[config.mk]
export PLATFORM = sky130hd
export DESIGN_NAME = pe_mlane
export DESIGN_NICKNAME = d
export VERILOG_FILES = /design/src/rtl/pe_mlane.sv
export SDC_FILE = /design/constraint.sdc
export NUM_CORES = 2
export LEC_CHECK = 0
export ABC_CLOCK_PERIOD_IN_PS = 26600
export BUFFER_PORTS_ARGS = -buffer_cell sky130_fd_sc_hd__buf_2
export CAP_MARGIN = 10
export CORE_MARGIN = 10
export CORE_UTILIZATION = 39
export DETAILED_ROUTE_END_ITERATION = 8
export GPL_TIMING_DRIVEN = 0
export HOLD_SLACK_MARGIN = 0.08
export PLACE_DENSITY = 0.54
export REMOVE_ABC_BUFFERS = 1
export SLEW_MARGIN = 20
export SYNTH_ARGS = -nofsm -noshare
export SYNTH_HDL_FRONTEND = slang
export SYNTH_SLANG_ARGS = --single-unit
[constraint.sdc]
create_clock -name clk -period 26.6 [get_ports clk]
set_clock_uncertainty 0.1 [all_clocks]
set_input_delay 2.66 -clock clk [delete_from_list [all_inputs] [get_ports clk]]
set_output_delay 2.66 -clock clk [all_outputs]
set_load 0.01 [all_outputs]
[src/rtl/pe_mlane.sv]
// Multi-lane 1-D conv processing element: LANES output channels share one ia stream.
// Optional build macro PE_SAT_EN selects saturating accumulate/psum add instead of wrap.
module pe_mlane #(
  parameter int INPUT_BW  = 8,
  parameter int PSUM_BW   = 32,
  parameter int LANES     = 4,
  parameter int KMAX      = 3,
  parameter int IA_ADDR   = 7,
  parameter int W_ADDR    = 8,
  parameter int PSUM_ADDR = 12
) (
  input  logic                       clk,
  input  logic                       reset,
  input  logic                       start,
  input  logic [2:0]                 cfg_k,
  input  logic [5:0]                 cfg_img_w,
  input  logic [2:0]                 cfg_stride,
  input  logic                       is_bottom,
  input  logic                       w_src_local,
  output logic                       busy,
  output logic                       done,
  output logic [IA_ADDR-1:0]         ia_mem_addr,
  output logic                       ia_mem_en,
  input  logic [INPUT_BW-1:0]        ia_mem_data,
  output logic [W_ADDR-1:0]          w_mem_addr,
  output logic                       w_mem_en,
  input  logic [INPUT_BW-1:0]        w_mem_data,
  input  logic [INPUT_BW-1:0]        left_w_data,
  input  logic                       left_w_valid,
  output logic [INPUT_BW-1:0]        right_w_data,
  output logic                       right_w_valid,
  input  logic [LANES*PSUM_BW-1:0]   bot_psum_data,
  input  logic [PSUM_ADDR-1:0]       bot_psum_addr,
  input  logic                       bot_psum_valid,
  output logic                       bot_psum_ready,
  output logic [LANES*PSUM_BW-1:0]   top_psum_data,
  output logic [PSUM_ADDR-1:0]       top_psum_addr,
  output logic                       top_psum_valid
);

  localparam int NW  = LANES * KMAX;
  localparam int CW  = $clog2(NW + 1);
  localparam int WIX = $clog2(NW);

  typedef enum logic [2:0] {S_IDLE, S_LOAD_W, S_FETCH, S_WAIT_PSUM, S_EMIT, S_DONE} state_t;
  state_t state, state_nxt;

  logic [2:0]          k_r, stride_r, fk, pend_k, k_clamp;
  logic [5:0]          img_w_r, x_cnt;
  logic                bottom_r, local_r, rd_valid_q, prod_pend;
  logic [CW-1:0]       issue_cnt, lat_cnt, n_w;
  logic [INPUT_BW-1:0] w_flat [NW];
  logic [PSUM_BW-1:0]  acc     [LANES];
  logic [PSUM_BW-1:0]  acc_upd [LANES];
  logic [PSUM_BW-1:0]  top_sum [LANES];
  logic                load_fire, psum_ok;
  logic [INPUT_BW-1:0] load_data;
  logic [IA_ADDR-1:0]  ia_addr_calc;
  logic [PSUM_ADDR-1:0] psum_addr_sel;
  logic signed [2*INPUT_BW-1:0] ia_ext;

  function automatic logic [PSUM_BW-1:0] psum_add(input logic [PSUM_BW-1:0] a,
                                                  input logic [PSUM_BW-1:0] b);
    logic [PSUM_BW-1:0] s;
    s = a + b;
`ifdef PE_SAT_EN
    if (a[PSUM_BW-1] == b[PSUM_BW-1] && s[PSUM_BW-1] != a[PSUM_BW-1])
      s = a[PSUM_BW-1] ? {1'b1, {(PSUM_BW-1){1'b0}}} : {1'b0, {(PSUM_BW-1){1'b1}}};
`endif
    return s;
  endfunction

  assign k_clamp   = (cfg_k > 3'(KMAX)) ? 3'(KMAX) : cfg_k;
  assign n_w       = CW'(k_r) * CW'(LANES);
  assign busy      = (state != S_IDLE);
  assign done      = (state == S_DONE);
  assign w_mem_en  = (state == S_LOAD_W) && local_r && (issue_cnt < n_w);
  assign w_mem_addr = w_mem_en ? W_ADDR'(issue_cnt) : '0;
  assign load_fire = (state == S_LOAD_W) && (local_r ? rd_valid_q : left_w_valid);
  assign load_data = local_r ? w_mem_data : left_w_data;
  // ia address wraps modulo the row-memory depth
  assign ia_addr_calc = IA_ADDR'(x_cnt) * IA_ADDR'(stride_r) + IA_ADDR'(fk);
  assign ia_mem_en   = (state == S_FETCH);
  assign ia_mem_addr = ia_mem_en ? ia_addr_calc : '0;
  assign psum_ok        = bottom_r || bot_psum_valid;
  assign bot_psum_ready = (state == S_WAIT_PSUM) && !bottom_r && bot_psum_valid;
  assign psum_addr_sel  = bottom_r ? PSUM_ADDR'(x_cnt) : bot_psum_addr;
  assign ia_ext = {{INPUT_BW{ia_mem_data[INPUT_BW-1]}}, ia_mem_data};

  // Weights are stored lane-major (l*K+k), so the read index depends on the latched K.
  for (genvar l = 0; l < LANES; l++) begin : g_lane
    logic [WIX-1:0]               widx;
    logic [INPUT_BW-1:0]          w_sel;
    logic signed [2*INPUT_BW-1:0] w_ext, prod;
    logic [PSUM_BW-1:0]           psum_sel;
    assign widx     = WIX'(l) * WIX'(k_r) + WIX'(pend_k);
    assign w_sel    = w_flat[widx];
    assign w_ext    = {{INPUT_BW{w_sel[INPUT_BW-1]}}, w_sel};
    assign prod     = ia_ext * w_ext;
    assign psum_sel = bottom_r ? '0 : bot_psum_data[l*PSUM_BW +: PSUM_BW];
    assign acc_upd[l] = prod_pend
      ? psum_add(acc[l], {{(PSUM_BW-2*INPUT_BW){prod[2*INPUT_BW-1]}}, prod})
      : acc[l];
    assign top_sum[l] = psum_add(acc_upd[l], psum_sel);
  end

  always_ff @(posedge clk or posedge reset) begin
    if (reset) state <= S_IDLE;
    else       state <= state_nxt;
  end

  always_comb begin
    state_nxt = state;
    case (state)
      S_IDLE:      if (start) state_nxt = (cfg_k == 3'd0 || cfg_img_w == 6'd0) ? S_DONE : S_LOAD_W;
      S_LOAD_W:    if (load_fire && lat_cnt == n_w - CW'(1)) state_nxt = S_FETCH;
      S_FETCH:     if (fk == k_r - 3'd1) state_nxt = S_WAIT_PSUM;
      S_WAIT_PSUM: if (psum_ok) state_nxt = S_EMIT;
      S_EMIT:      state_nxt = (x_cnt == img_w_r - 6'd1) ? S_DONE : S_FETCH;
      S_DONE:      state_nxt = S_IDLE;
      default:     state_nxt = S_IDLE;
    endcase
  end

  // Products land one cycle after each ia read; the last one is folded in while in WAIT_PSUM.
  always_ff @(posedge clk or posedge reset) begin
    if (reset) begin
      k_r <= '0; stride_r <= '0; img_w_r <= '0; bottom_r <= 1'b0; local_r <= 1'b0;
      issue_cnt <= '0; lat_cnt <= '0; fk <= '0; pend_k <= '0; x_cnt <= '0;
      rd_valid_q <= 1'b0; prod_pend <= 1'b0;
      right_w_data <= '0; right_w_valid <= 1'b0;
      top_psum_data <= '0; top_psum_addr <= '0; top_psum_valid <= 1'b0;
      for (int i = 0; i < NW; i++) w_flat[i] <= '0;
      for (int l = 0; l < LANES; l++) acc[l] <= '0;
    end else begin
      rd_valid_q     <= w_mem_en;
      prod_pend      <= ia_mem_en;
      pend_k         <= fk;
      right_w_valid  <= w_src_local ? rd_valid_q : left_w_valid;
      right_w_data   <= w_src_local ? w_mem_data : left_w_data;
      top_psum_valid <= 1'b0;
      for (int l = 0; l < LANES; l++) acc[l] <= acc_upd[l];
      case (state)
        S_IDLE: if (start) begin
          k_r <= k_clamp; stride_r <= cfg_stride; img_w_r <= cfg_img_w;
          bottom_r <= is_bottom; local_r <= w_src_local;
          issue_cnt <= '0; lat_cnt <= '0; fk <= '0; x_cnt <= '0;
          for (int l = 0; l < LANES; l++) acc[l] <= '0;
        end
        S_LOAD_W: begin
          if (w_mem_en) issue_cnt <= issue_cnt + CW'(1);
          if (load_fire) begin
            w_flat[WIX'(lat_cnt)] <= load_data;
            lat_cnt <= lat_cnt + CW'(1);
          end
        end
        S_FETCH: fk <= (fk == k_r - 3'd1) ? 3'd0 : fk + 3'd1;
        S_WAIT_PSUM: if (psum_ok) begin
          for (int l = 0; l < LANES; l++) begin
            top_psum_data[l*PSUM_BW +: PSUM_BW] <= top_sum[l];
            acc[l] <= '0;
          end
          top_psum_addr  <= psum_addr_sel;
          top_psum_valid <= 1'b1;
        end
        S_EMIT: x_cnt <= x_cnt + 6'd1;
        default: ;
      endcase
    end
  end

endmodule

==> results.tsv <==
stage	metric	value	unit
layout	final_util	44.4	%
yosys	synth-edff-count	0	
hold_path	min-delay-path-class	flip-flop to flip-flop	
yosys	ys_seq_area_share	24.6	%
die	num_io_pins	353	
global_routing	antenna_found_initial	2	
critical_path	cp_slowest_stage_delay	1.10	ns
yosys	yosysWarnings	0	
sta	finalCriticalPeriod	13.10	ns
layout	fin_area	47600	um2
sta	fin_crit_sh	49.3	%
critical_path	cp_slowest_cell	dfrtp_1	
placement	post-dp-hpwl	82600	um
global_routing	grt_pass1_wl	179000	um
clocking	postCtsResizedCells	0	
die	start_util	39.3	%
sta	finalHoldViolCount	0	
layout	drive_gt1_share	14.8	%
layout	nets	5699	
yosys	synthCells	4613	
clocking	clockBufferDepth	3	
global_routing	grtUsageTotal	17.8	%
clocking	cts_inserted_buffers	55	
clocking	ctsHoldBuffers	0	
detailed_routing	ant_nets	0	
layout	area_growth	13.1	%
sta	tightestPinTransition	1.15	ns
global_routing	grt_start_max_net_pins	89	
yosys	postSynthAreaPerCell	9.12	um2
critical_path	crit_fanout	20	
sta	slew_viol_final	0	
die	die_w	348	um
clocking	postCtsSetupBuffers	0	
clocking	cts_tree	yes	
die	rows	120	
critical_path	critPathKind	flip-flop to flip-flop	
critical_path	worst-endpoint-required	27.06	ns
critical_path	crit_path_end_kind	flip-flop	
yosys	ys.flop_type	dfrtp_1	
critical_path	arrival	13.56	ns
clocking	clk_pin_slew_worst_paths	0.06	ns
clocking	h-tree-depth	2	
detailed_routing	drt-total-wl	109000	um
global_routing	first_global_vias	34000	
sta	max_slew_margin	23.3	%
detailed_routing	drt-initial-drc-count	1697	
clocking	clock-sinks	413	
die	die_y	348	um
sta	setup-tns-final	0	ns
detailed_routing	vias_per_cell	5.17	
detailed_routing	wl_per_cell	17.2	um
sta	rsz0062_at_grt	no	
placement	place_area	45700	um2
sta	clock.fmax	76.3	MHz
run	maxCapViolCount	0	
layout	seq_area	10300	um2
detailed_routing	vias	32700	
placement	place.port_buffers	348	
critical_path	crit_path_start_kind	flip-flop	
outcome	status	completed	
yosys	syn-cell-area	42100	um2
sta	setup_viol	0	
layout	n_fill_cell	10700	
placement	gp_congestion	0.828	
die	dieArea	121000	um2
yosys	ys_ff_latch	413	
global_routing	grt_overflow	0	
clocking	clk_latency	0.68	ns
critical_path	crit_path_frequent_cell	fa_1	
yosys	ys_types	84	
detailed_routing	drc	0	
detailed_routing	dr.pass1.iters	5	
yosys	synth-async-reset-ratio	100	%
die	core	107000	um2
clocking	root_buffer	clkbuf_16	
layout	multi_input_area	29600	um2
## logic make-up (layout without fill, tap and decap cells)
kind of cell	count (synthesis)	count (layout)	synth area share [%]
fa+ha+maj	632	632	23.1
mux	235	235	8.51
compound gates	1013	1013	15.1
xor+xnor	315	315	6.69
simple gates	1396	1396	16.5
flops	413	413	24.6
other cells	1	5	0.00891
buf+inv	608	916	5.48
## routing by layer
| layer | track usage (%) | wire [um] | part of all wire (%) | vias up |
|---|---|---|---|---|
| met5 | 0 | 18 | 0.017 | - |
| met4 | 3.82 | 2110 | 1.9 | 2 |
| met3 | 2.91 | 4710 | 4.3 | 104 |
| met2 | 30.1 | 51200 | 47 | 501 |
| met1 | 23.9 | 50600 | 47 | 15800 |
| li1 | - | - | - | 16300 |
## cell usage in the layout, fill, tap and decap left out, drive strengths merged, types with 24 or more instances in the layout
cell	netlist	final
mux2	100	100
o31ai	30	30
a21oi	240	240
a211oi	27	27
clkbuf	147	69
mux2i	47	47
nor2b	299	299
inv	435	438
nor3	45	45
dfrtp	413	413
nand2	509	509
or2	25	25
ha	390	390
and3	24	24
mux4	88	88
nand2b	44	44
buf	26	384
o21bai	65	65
xor2	108	108
xnor2	204	204
nand3	71	71
a21o	131	131
o21ai	343	343
nor2	162	162
and2	150	150
fa	242	242
## flip-flops by register name, summed over array words and instances, names as in the netlist, 4 cells and up
register / count
top_psum_addr: 12
x_cnt: 6
img_w_r: 6
lat_cnt: 4
issue_cnt: 4
w_flat: 96
acc: 128
top_psum_data: 128
right_w_data: 8
## final timing paths
check	startpoint	end	slack (ns)	cells after the start
worst max-delay path	pend_k[1]	top_psum_data[95]	13.50	41
worst max register to register	pend_k[1]	top_psum_data[95]	13.50	41
min in group asynchronous	reset	top_psum_data[63]	1.86	2
worst min register to register	top_psum_data[110]	top_psum_data[110]	0.36	2
worst min-delay path	top_psum_data[110]	top_psum_data[110]	0.36	2
max in group asynchronous	reset	top_psum_data[68]	22.97	5
## per-stage QoR
stage	setup WS (ns)	instances	hold slack, ns
floorplan	12.35	4443	0.305
global placement	5.98	6194	0.346
detailed placement	13.65	6230	0.353
CTS	13.57	6327	0.367
global route	12.72	6327	0.397
finish	13.50	6328	0.359
## synth_stat cells, drive strengths merged, types with 6 or more instances
| cell type | number | area share [%] |
|---|---|---|
| a21boi | 18 | 0.32 |
| dfrtp | 413 | 25 |
| o31a | 10 | 0.21 |
| nand3b | 6 | 0.11 |
| a21oi | 240 | 2.9 |
| nand4 | 23 | 0.34 |
| clkbuf | 147 | 1.3 |
| a211o | 9 | 0.19 |
| nor2 | 162 | 1.4 |
| a311oi | 7 | 0.19 |
| o31ai | 30 | 0.55 |
| o21bai | 65 | 1.2 |
| nand2 | 509 | 4.5 |
| a211oi | 27 | 0.48 |
| nor3b | 9 | 0.16 |
| a2111oi | 6 | 0.15 |
| o21ai | 343 | 4.1 |
| buf | 26 | 0.29 |
| nand3 | 71 | 0.84 |
| mux4 | 88 | 4.7 |
| a21o | 131 | 2.3 |
| ha | 390 | 12 |
| o21a | 23 | 0.41 |
| and3 | 24 | 0.36 |
| o41ai | 9 | 0.25 |
| nor2b | 299 | 4.4 |
| nor3 | 45 | 0.54 |
| xor2 | 108 | 2.3 |
| fa | 242 | 12 |
| xnor2 | 204 | 4.3 |
| o211ai | 6 | 0.14 |
| mux2i | 47 | 1.1 |
| a22o | 15 | 0.31 |
| or2 | 25 | 0.37 |
| nand2b | 44 | 0.65 |
| inv | 435 | 3.9 |
| and2 | 150 | 2.2 |
| a31oi | 23 | 0.34 |
| mux2 | 100 | 2.7 |
| or3 | 12 | 0.18 |
| a221o | 7 | 0.17 |
## layout make-up
cell class,count,share of cell area [%]
multi-input cells,3595,62.2
diodes,1,0.00526
flip-flops and latches,413,21.7
repair buffers,384,5.03
clock inverters,28,0.836
inverters,435,3.45
well taps,1403,3.69
clock buffers,69,3.07
## worst max-delay path, delay by kind of cell, from the launching register on
| kind | cells | cell delay [ns] |
|---|---|---|
| AO/OA/AOI/OAI | 16 | 4.47 |
| XOR/XNOR | 4 | 1.23 |
| adder cells (fa/ha/maj) | 9 | 3.60 |
| buffers and inverters | 5 | 0.72 |
| flip-flops | 1 | 1.10 |
| AND/OR/NAND/NOR | 7 | 1.73 |
Power is left out: the tool's default activity adds up to more than one toggle a clock period on the data nets, which glitch-free logic cannot reach.
